===== src/rtl/seg_pkg.sv =====
// seg_pkg: shared constants, types and helpers for the 7-segment scan driver.
package seg_pkg;

  localparam int unsigned NUM_DIGITS = 4;
  localparam int unsigned SEG_W      = 7;
  localparam int unsigned IDX_W      = 2;
  localparam int unsigned OUT_W      = SEG_W + 1;

  localparam logic [SEG_W-1:0] SEG_BLANK = 7'b0000000;

  typedef logic [IDX_W-1:0] idx_t;

  // One digit as driven onto the pins: {dp, g..a}.
  typedef struct packed {
    logic             dp;
    logic [SEG_W-1:0] seg;
  } digit_t;

  localparam digit_t DIGIT_BLANK = '{dp: 1'b0, seg: SEG_BLANK};

  // One-hot anode enable for a digit index.
  function automatic logic [NUM_DIGITS-1:0] idx_onehot(input idx_t idx);
    idx_onehot = NUM_DIGITS'(1) << idx;
  endfunction

endpackage


===== src/rtl/scan_tick_gen.sv =====
// scan_tick_gen: free-running prescaler, counts 0..DIV-1 while enabled and
// flags the terminal count. The tick is combinational so the digit index
// advances on the same edge the prescaler wraps.
module scan_tick_gen #(
  parameter int unsigned DIV = 100000
) (
  input  logic clk,
  input  logic rst,
  input  logic en,
  output logic tick
);

  localparam int unsigned      CNT_W    = (DIV > 1) ? $clog2(DIV) : 1;
  localparam logic [CNT_W-1:0] CNT_LAST = CNT_W'(DIV - 1);

  logic [CNT_W-1:0] r_cnt;
  logic             w_term;

  assign w_term = (r_cnt == CNT_LAST);
  assign tick   = en & w_term;

  // Prescaler count; frozen while disabled so scanning resumes mid-slot.
  always_ff @(posedge clk) begin
    if (rst) begin
      r_cnt <= '0;
    end else if (en) begin
      r_cnt <= w_term ? '0 : r_cnt + CNT_W'(1);
    end
  end

endmodule


===== src/rtl/seg_scan_driver.sv =====
// seg_scan_driver: time-multiplexed 4-digit 7-segment scanner. Inputs are
// snapshotted once per frame (on the 3->0 index wrap) so a frame never
// shows a mix of old and new characters.
// Optional per-digit blinking is built in when SEG_BLINK_EN is defined.
module seg_scan_driver
  import seg_pkg::*;
#(
  parameter int unsigned SCAN_DIV     = 100000,
  parameter int unsigned BLINK_FRAMES = 250
) (
  input  logic                  clk,
  input  logic                  rst,
  input  logic                  en,
  input  logic [SEG_W-1:0]      char0,
  input  logic [SEG_W-1:0]      char1,
  input  logic [SEG_W-1:0]      char2,
  input  logic [SEG_W-1:0]      char3,
  input  logic [NUM_DIGITS-1:0] dp,
  input  logic [NUM_DIGITS-1:0] blink_mask,
  output logic [OUT_W-1:0]      seg_out,
  output logic [NUM_DIGITS-1:0] an,
  output logic                  frame_start
);

  localparam idx_t IDX_LAST = idx_t'(NUM_DIGITS - 1);

  logic   w_tick;
  logic   w_wrap;
  logic   w_blank;
  idx_t   r_idx;
  digit_t w_in     [NUM_DIGITS];
  digit_t r_shadow [NUM_DIGITS];
  digit_t w_cur;
  digit_t w_drive;

  scan_tick_gen #(
    .DIV (SCAN_DIV)
  ) u_tick (
    .clk  (clk),
    .rst  (rst),
    .en   (en),
    .tick (w_tick)
  );

  // Frame boundary: the tick that takes the index from the last digit to 0.
  assign w_wrap = w_tick & (r_idx == IDX_LAST);

  assign w_in[0] = '{dp: dp[0], seg: char0};
  assign w_in[1] = '{dp: dp[1], seg: char1};
  assign w_in[2] = '{dp: dp[2], seg: char2};
  assign w_in[3] = '{dp: dp[3], seg: char3};

  // Digit index advances once per prescaler tick.
  always_ff @(posedge clk) begin
    if (rst) begin
      r_idx <= '0;
    end else if (w_tick) begin
      r_idx <= (r_idx == IDX_LAST) ? '0 : r_idx + IDX_W'(1);
    end
  end

  // Shadow snapshot of characters and decimal points, taken only at frame wrap.
  always_ff @(posedge clk) begin
    if (rst) begin
      for (int unsigned i = 0; i < NUM_DIGITS; i++) begin
        r_shadow[i] <= DIGIT_BLANK;
      end
    end else if (w_wrap) begin
      for (int unsigned i = 0; i < NUM_DIGITS; i++) begin
        r_shadow[i] <= w_in[i];
      end
    end
  end

  // One-cycle pulse following the snapshot edge.
  always_ff @(posedge clk) begin
    if (rst) begin
      frame_start <= 1'b0;
    end else begin
      frame_start <= w_wrap;
    end
  end

`ifdef SEG_BLINK_EN
  localparam int unsigned       FCNT_W    = (BLINK_FRAMES > 1) ? $clog2(BLINK_FRAMES) : 1;
  localparam logic [FCNT_W-1:0] FCNT_LAST = FCNT_W'(BLINK_FRAMES - 1);

  logic [FCNT_W-1:0]     r_frame_cnt;
  logic                  r_phase;
  logic [NUM_DIGITS-1:0] r_blink_sh;

  // Frame counter and blink phase; advanced on the wrap edge that also
  // raises frame_start, so the new phase applies from the first digit of
  // the new frame.
  always_ff @(posedge clk) begin
    if (rst) begin
      r_frame_cnt <= '0;
      r_phase     <= 1'b0;
    end else if (w_wrap) begin
      if (r_frame_cnt == FCNT_LAST) begin
        r_frame_cnt <= '0;
        r_phase     <= ~r_phase;
      end else begin
        r_frame_cnt <= r_frame_cnt + FCNT_W'(1);
      end
    end
  end

  // Blink request snapshot, captured together with the characters.
  always_ff @(posedge clk) begin
    if (rst) begin
      r_blink_sh <= '0;
    end else if (w_wrap) begin
      r_blink_sh <= blink_mask;
    end
  end

  assign w_blank = r_phase & r_blink_sh[r_idx];
`else
  // Blink support not built: port and parameter kept for a stable interface.
  logic w_unused_blink;
  assign w_unused_blink = (^blink_mask) ^ (BLINK_FRAMES == 0);
  assign w_blank        = 1'b0;
`endif

  // Select the current digit, blanking segments and dp when it blinks off.
  always_comb begin
    w_cur   = r_shadow[r_idx];
    w_drive = w_cur;
    if (w_blank) begin
      w_drive = DIGIT_BLANK;
    end
  end

  // Registered pin drive, one cycle behind the index; dark while disabled.
  always_ff @(posedge clk) begin
    if (rst || !en) begin
      seg_out <= '0;
      an      <= '0;
    end else begin
      seg_out <= w_drive;
      an      <= idx_onehot(r_idx);
    end
  end

endmodule


===== config.mk =====
export PLATFORM = sky130hd
export DESIGN_NAME = seg_scan_driver
export DESIGN_NICKNAME = d
export VERILOG_FILES = /design/src/rtl/seg_pkg.sv /design/src/rtl/scan_tick_gen.sv /design/src/rtl/seg_scan_driver.sv
export SDC_FILE = /design/constraint.sdc
export NUM_CORES = 1
export LEC_CHECK = 0
export ABC_AREA = 1
export BUFFER_PORTS_ARGS = -buffer_cell sky130_fd_sc_hd__buf_2
export CORE_ASPECT_RATIO = 0.9
export CORE_UTILIZATION = 55
export CTS_CLUSTER_DIAMETER = 200
export DETAILED_ROUTE_END_ITERATION = 8
export PLACE_DENSITY = 0.79
export REMOVE_ABC_BUFFERS = 1
export SYNTH_ARGS = -nofsm -noshare
export SYNTH_HDL_FRONTEND = slang
export SYNTH_HIERARCHICAL = 1
export SYNTH_SLANG_ARGS = --single-unit
export TNS_END_PERCENT = 30

===== constraint.sdc =====
create_clock -name clk -period 2.7 [get_ports clk]
set_clock_uncertainty 0.15 [all_clocks]
set_input_delay 0.135 -clock clk [delete_from_list [all_inputs] [get_ports clk]]
set_output_delay 0.135 -clock clk [all_outputs]
set_load 0.005 [all_outputs]

==> summary.txt <==
Critical path
  – CP required: 2.73 ns
  – Critical path data arrival time: 2.15 ns
  – Critical path peak fanout: 29
  – Crit Path Category: reg2reg
  – Critical Path Start Type: flip-flop
  – Critical path cell sequence: ha_1 -> inv_1 -> nor2_1 -> nand3_1 -> inv_1 -> nand2_2 -> nor2_4 -> inv_2 -> buf_4 -> nor2_1
  – CP endpoint kind: flip-flop
  – Largest stage delay, worst path: 0.41 ns
  – Worst path buffer plus inverter count: 4
  – Top delay family on crit path: simple AND/OR/NAND/NOR gates
  – CP max stage cell: dfxtp_1

Floorplan
  – Initial Util: 58.5%
  – Core Rows: 24
  – Chip height: 71.1 um
  – Die width: 78.7 um
  – # IOs: 52
  – Core Region: 4980 um2
  – Die Area: 5600 um2

Clock tree
  – PostCTS Resize Cnt: 0
  – CTS Sinks: 64
  – H-Tree Depth: 3
  – Clock transition at path regs: 0.06 ns
  – CTS Root Buffer Type: clkbuf_8
  – Worst-Skew Late Latency: 0.33 ns
  – Cts bufs inserted: 9
  – Clock buffer depth: 2
  – CTS tree: done

STA
  – RSZ-0062 raised after global routing: no
  – Final worst slack: 0.575 ns
  – Final-report hold violation count: 0
  – Slew @ Worst Pin: 0.505 ns
  – Worst slew margin: 66.3%
  – Setup violators final: 0
  – Tmin final: 2.12 ns
  – Setup TNS: 0 ns
  – Peak Freq: 471 MHz
  – Period utilization: 78.7%
  – Final slew viol count: 0

Yosys
  – Adder-cell area share of the yosys netlist: 0.858%
  – Mean Syn Cell Area: 8.31 um2
  – Synth cell types: 26
  – Multiplexer share of the synthesized area: 0.343%
  – Mapped cell area: 2920 um2
  – Synth Area in Simple Gates: 28.5%
  – Post-Synth XOR/XNOR Area: 2.70%
  – Post-synthesis sequential area ratio: 54.9%
  – Synth Register Bits: 64
  – Compound-Gate Fraction of Synth Area: 2.75%
  – Cell count after synthesis: 351
  – Warnings, synthesis: 6
  – Main combinational cell family by area after synthesis: simple AND/OR/NAND/NOR gates

GRT
  – GRT overflow: 0
  – Initial antenna violation count: 0
  – Vias in the first global route: 2233
  – All-Layer GR Usage: 24.0%
  – First-pass GRT wire length: 10.0 mm
  – Largest net degree at the start of global routing: 30

Power
  – Clk pwr share: 37.6%
  – Leak: 1.68 nW
  – Power Density: 520 nW/um2
  – Combinational Power Share: 6.9%
  – Cell Int Power: 1.50 mW
  – Sequential Power Share: 55.6%
  – Net Sw Power: 409 uW
  – Max VDD drop: 0.373 mV
  – Sw Ratio: 21.4%

Placement
  – DPL Wire Length: 3.59 mm
  – Input/output buffers: 47
  – Routability cong.: 0.846
  – Pre-CTS setup slack: 0.676 ns

Finish
  – Final-stage net count: 478
  – # fillers: 373
  – Ant. Diodes: 0
  – Most common library cell in the layout ignoring fill and taps: nand2_1
  – Most frequent cells in the layout: nand2_1 (100), nor2_1 (57), inv_1 (51)
  – Share of layout cells above drive strength 1: 18.8%
  – Area delta synth->final: 26.2%

Min path
  – Hold crit path type: in2reg

Detailed routing
  – Residual DRC count: 0
  – Routed Wire Length: 6.04 mm
  – Vias per std cell: 4.80
  – DR iter-0 viols: 209
  – Post-DRT Antenna Nets: 0
  – Wire length per cell: 11.9 um
  – Pre-antenna DRT Iters: 4
  – Via count: 2436

Job
  – Number of max-cap violations: 0

Status
  – Status: finished clean
[routing by layer]
layer  vias to the layer above  global-route usage [%]  part of all wire [%]
li1                       1251                       -                     -
met1                      1106                    29.4                    42
met2                        73                    41.0                    51
met3                         6                    6.58                   5.2
met4                         0                    8.23                   1.3
met5                         -                       0                     0
[final timing paths]
kind | startpoint | to | slack [ns] | depth (start not counted)
max reg2reg | u_tick/r_cnt[1] | r_shadow[0][4] | 0.58 | 10
min | en | u_tick/r_cnt[2] | 0.04 | 3
min reg2reg | u_tick/r_cnt[14] | u_tick/r_cnt[14] | 0.36 | 2
max | u_tick/r_cnt[1] | r_shadow[0][4] | 0.58 | 10
[cells in the mapped netlist, drive strengths merged]
master	instances	area [um2]
a21oi	12	60.1
buf	9	83.8
nand3	14	70.1
nand3b	1	7.51
mux2i	1	10.0
nor2	74	335
ha	2	25.0
inv	54	203
edfxtp	32	961
nor3	2	10.0
dfxtp	32	641
o21bai	2	15.0
xnor2	3	26.3
xor2	6	52.6
nand2	101	382
nand4	4	25.0
clkinv	1	3.75
o21ai	1	5.00
[power groups by stage]
stage                     Sequential [mW]  Clock [mW]  Combinational (mW)
after detailed placement             1.08           0              0.0923
final                                1.06       0.719               0.131
after CTS                            1.06       0.730               0.129
after global routing                 1.07       0.768               0.144
after global placement               1.08           0              0.0883
after floorplan                      1.08           0              0.0434
[what timing repair did]
action,4_1_cts,5_1_grt
buffers inserted,0,0
hold buffers,33,0
endpoints found under the setup margin,0,0
hold endpoints to repair,36,0
[cells by family after synthesis]
logic type / count (synthesis)
adders and majority gates: 2
AOI/OAI and AO/OA: 15
buffers and inverters: 64
muxes: 1
xor gates and xnor gates: 9
DFF: 64
and+or+nand+nor: 196
[metrics by stage]
step	utilization, %	instance area (um2)	std cells	hold WS, ns	power [mW]
after floorplan	-	2830	342	0.0541	1.13
after global placement	63.8	3180	458	0.284	1.17
after detailed placement	63.8	3180	458	0.283	1.18
after CTS	73.8	3680	507	0.0147	1.92
after global routing	73.8	3680	507	0.0353	1.98
final	73.8	3680	507	0.0351	1.91
[area by class of cell]
class / count / area, um2 / share of cell area [%]
multi-input cells: 223 / 1020 / 27.8
clock buffers: 15 / 166 / 4.52
well taps: 65 / 81.3 / 2.21
inverters: 55 / 206 / 5.61
clock inverters: 1 / 3.75 / 0.102
repair buffers: 84 / 596 / 16.2
flip-flops and latches: 64 / 1600 / 43.5
[worst min-delay path, delay by kind of cell]
| family | cells | cell delay, ns |
|---|---|---|
| buf+inv | 1 | 0.17 |
| simple gates | 1 | 0.10 |
| compound gates | 1 | 0.06 |
[sequential cells by signal (all words and copies together), names as in the netlist]
signal        count
an                4
u_tick/r_cnt     17
frame_start       1
r_shadow         32
r_idx             2
seg_out           8
(Power assumes the default switching activity.)
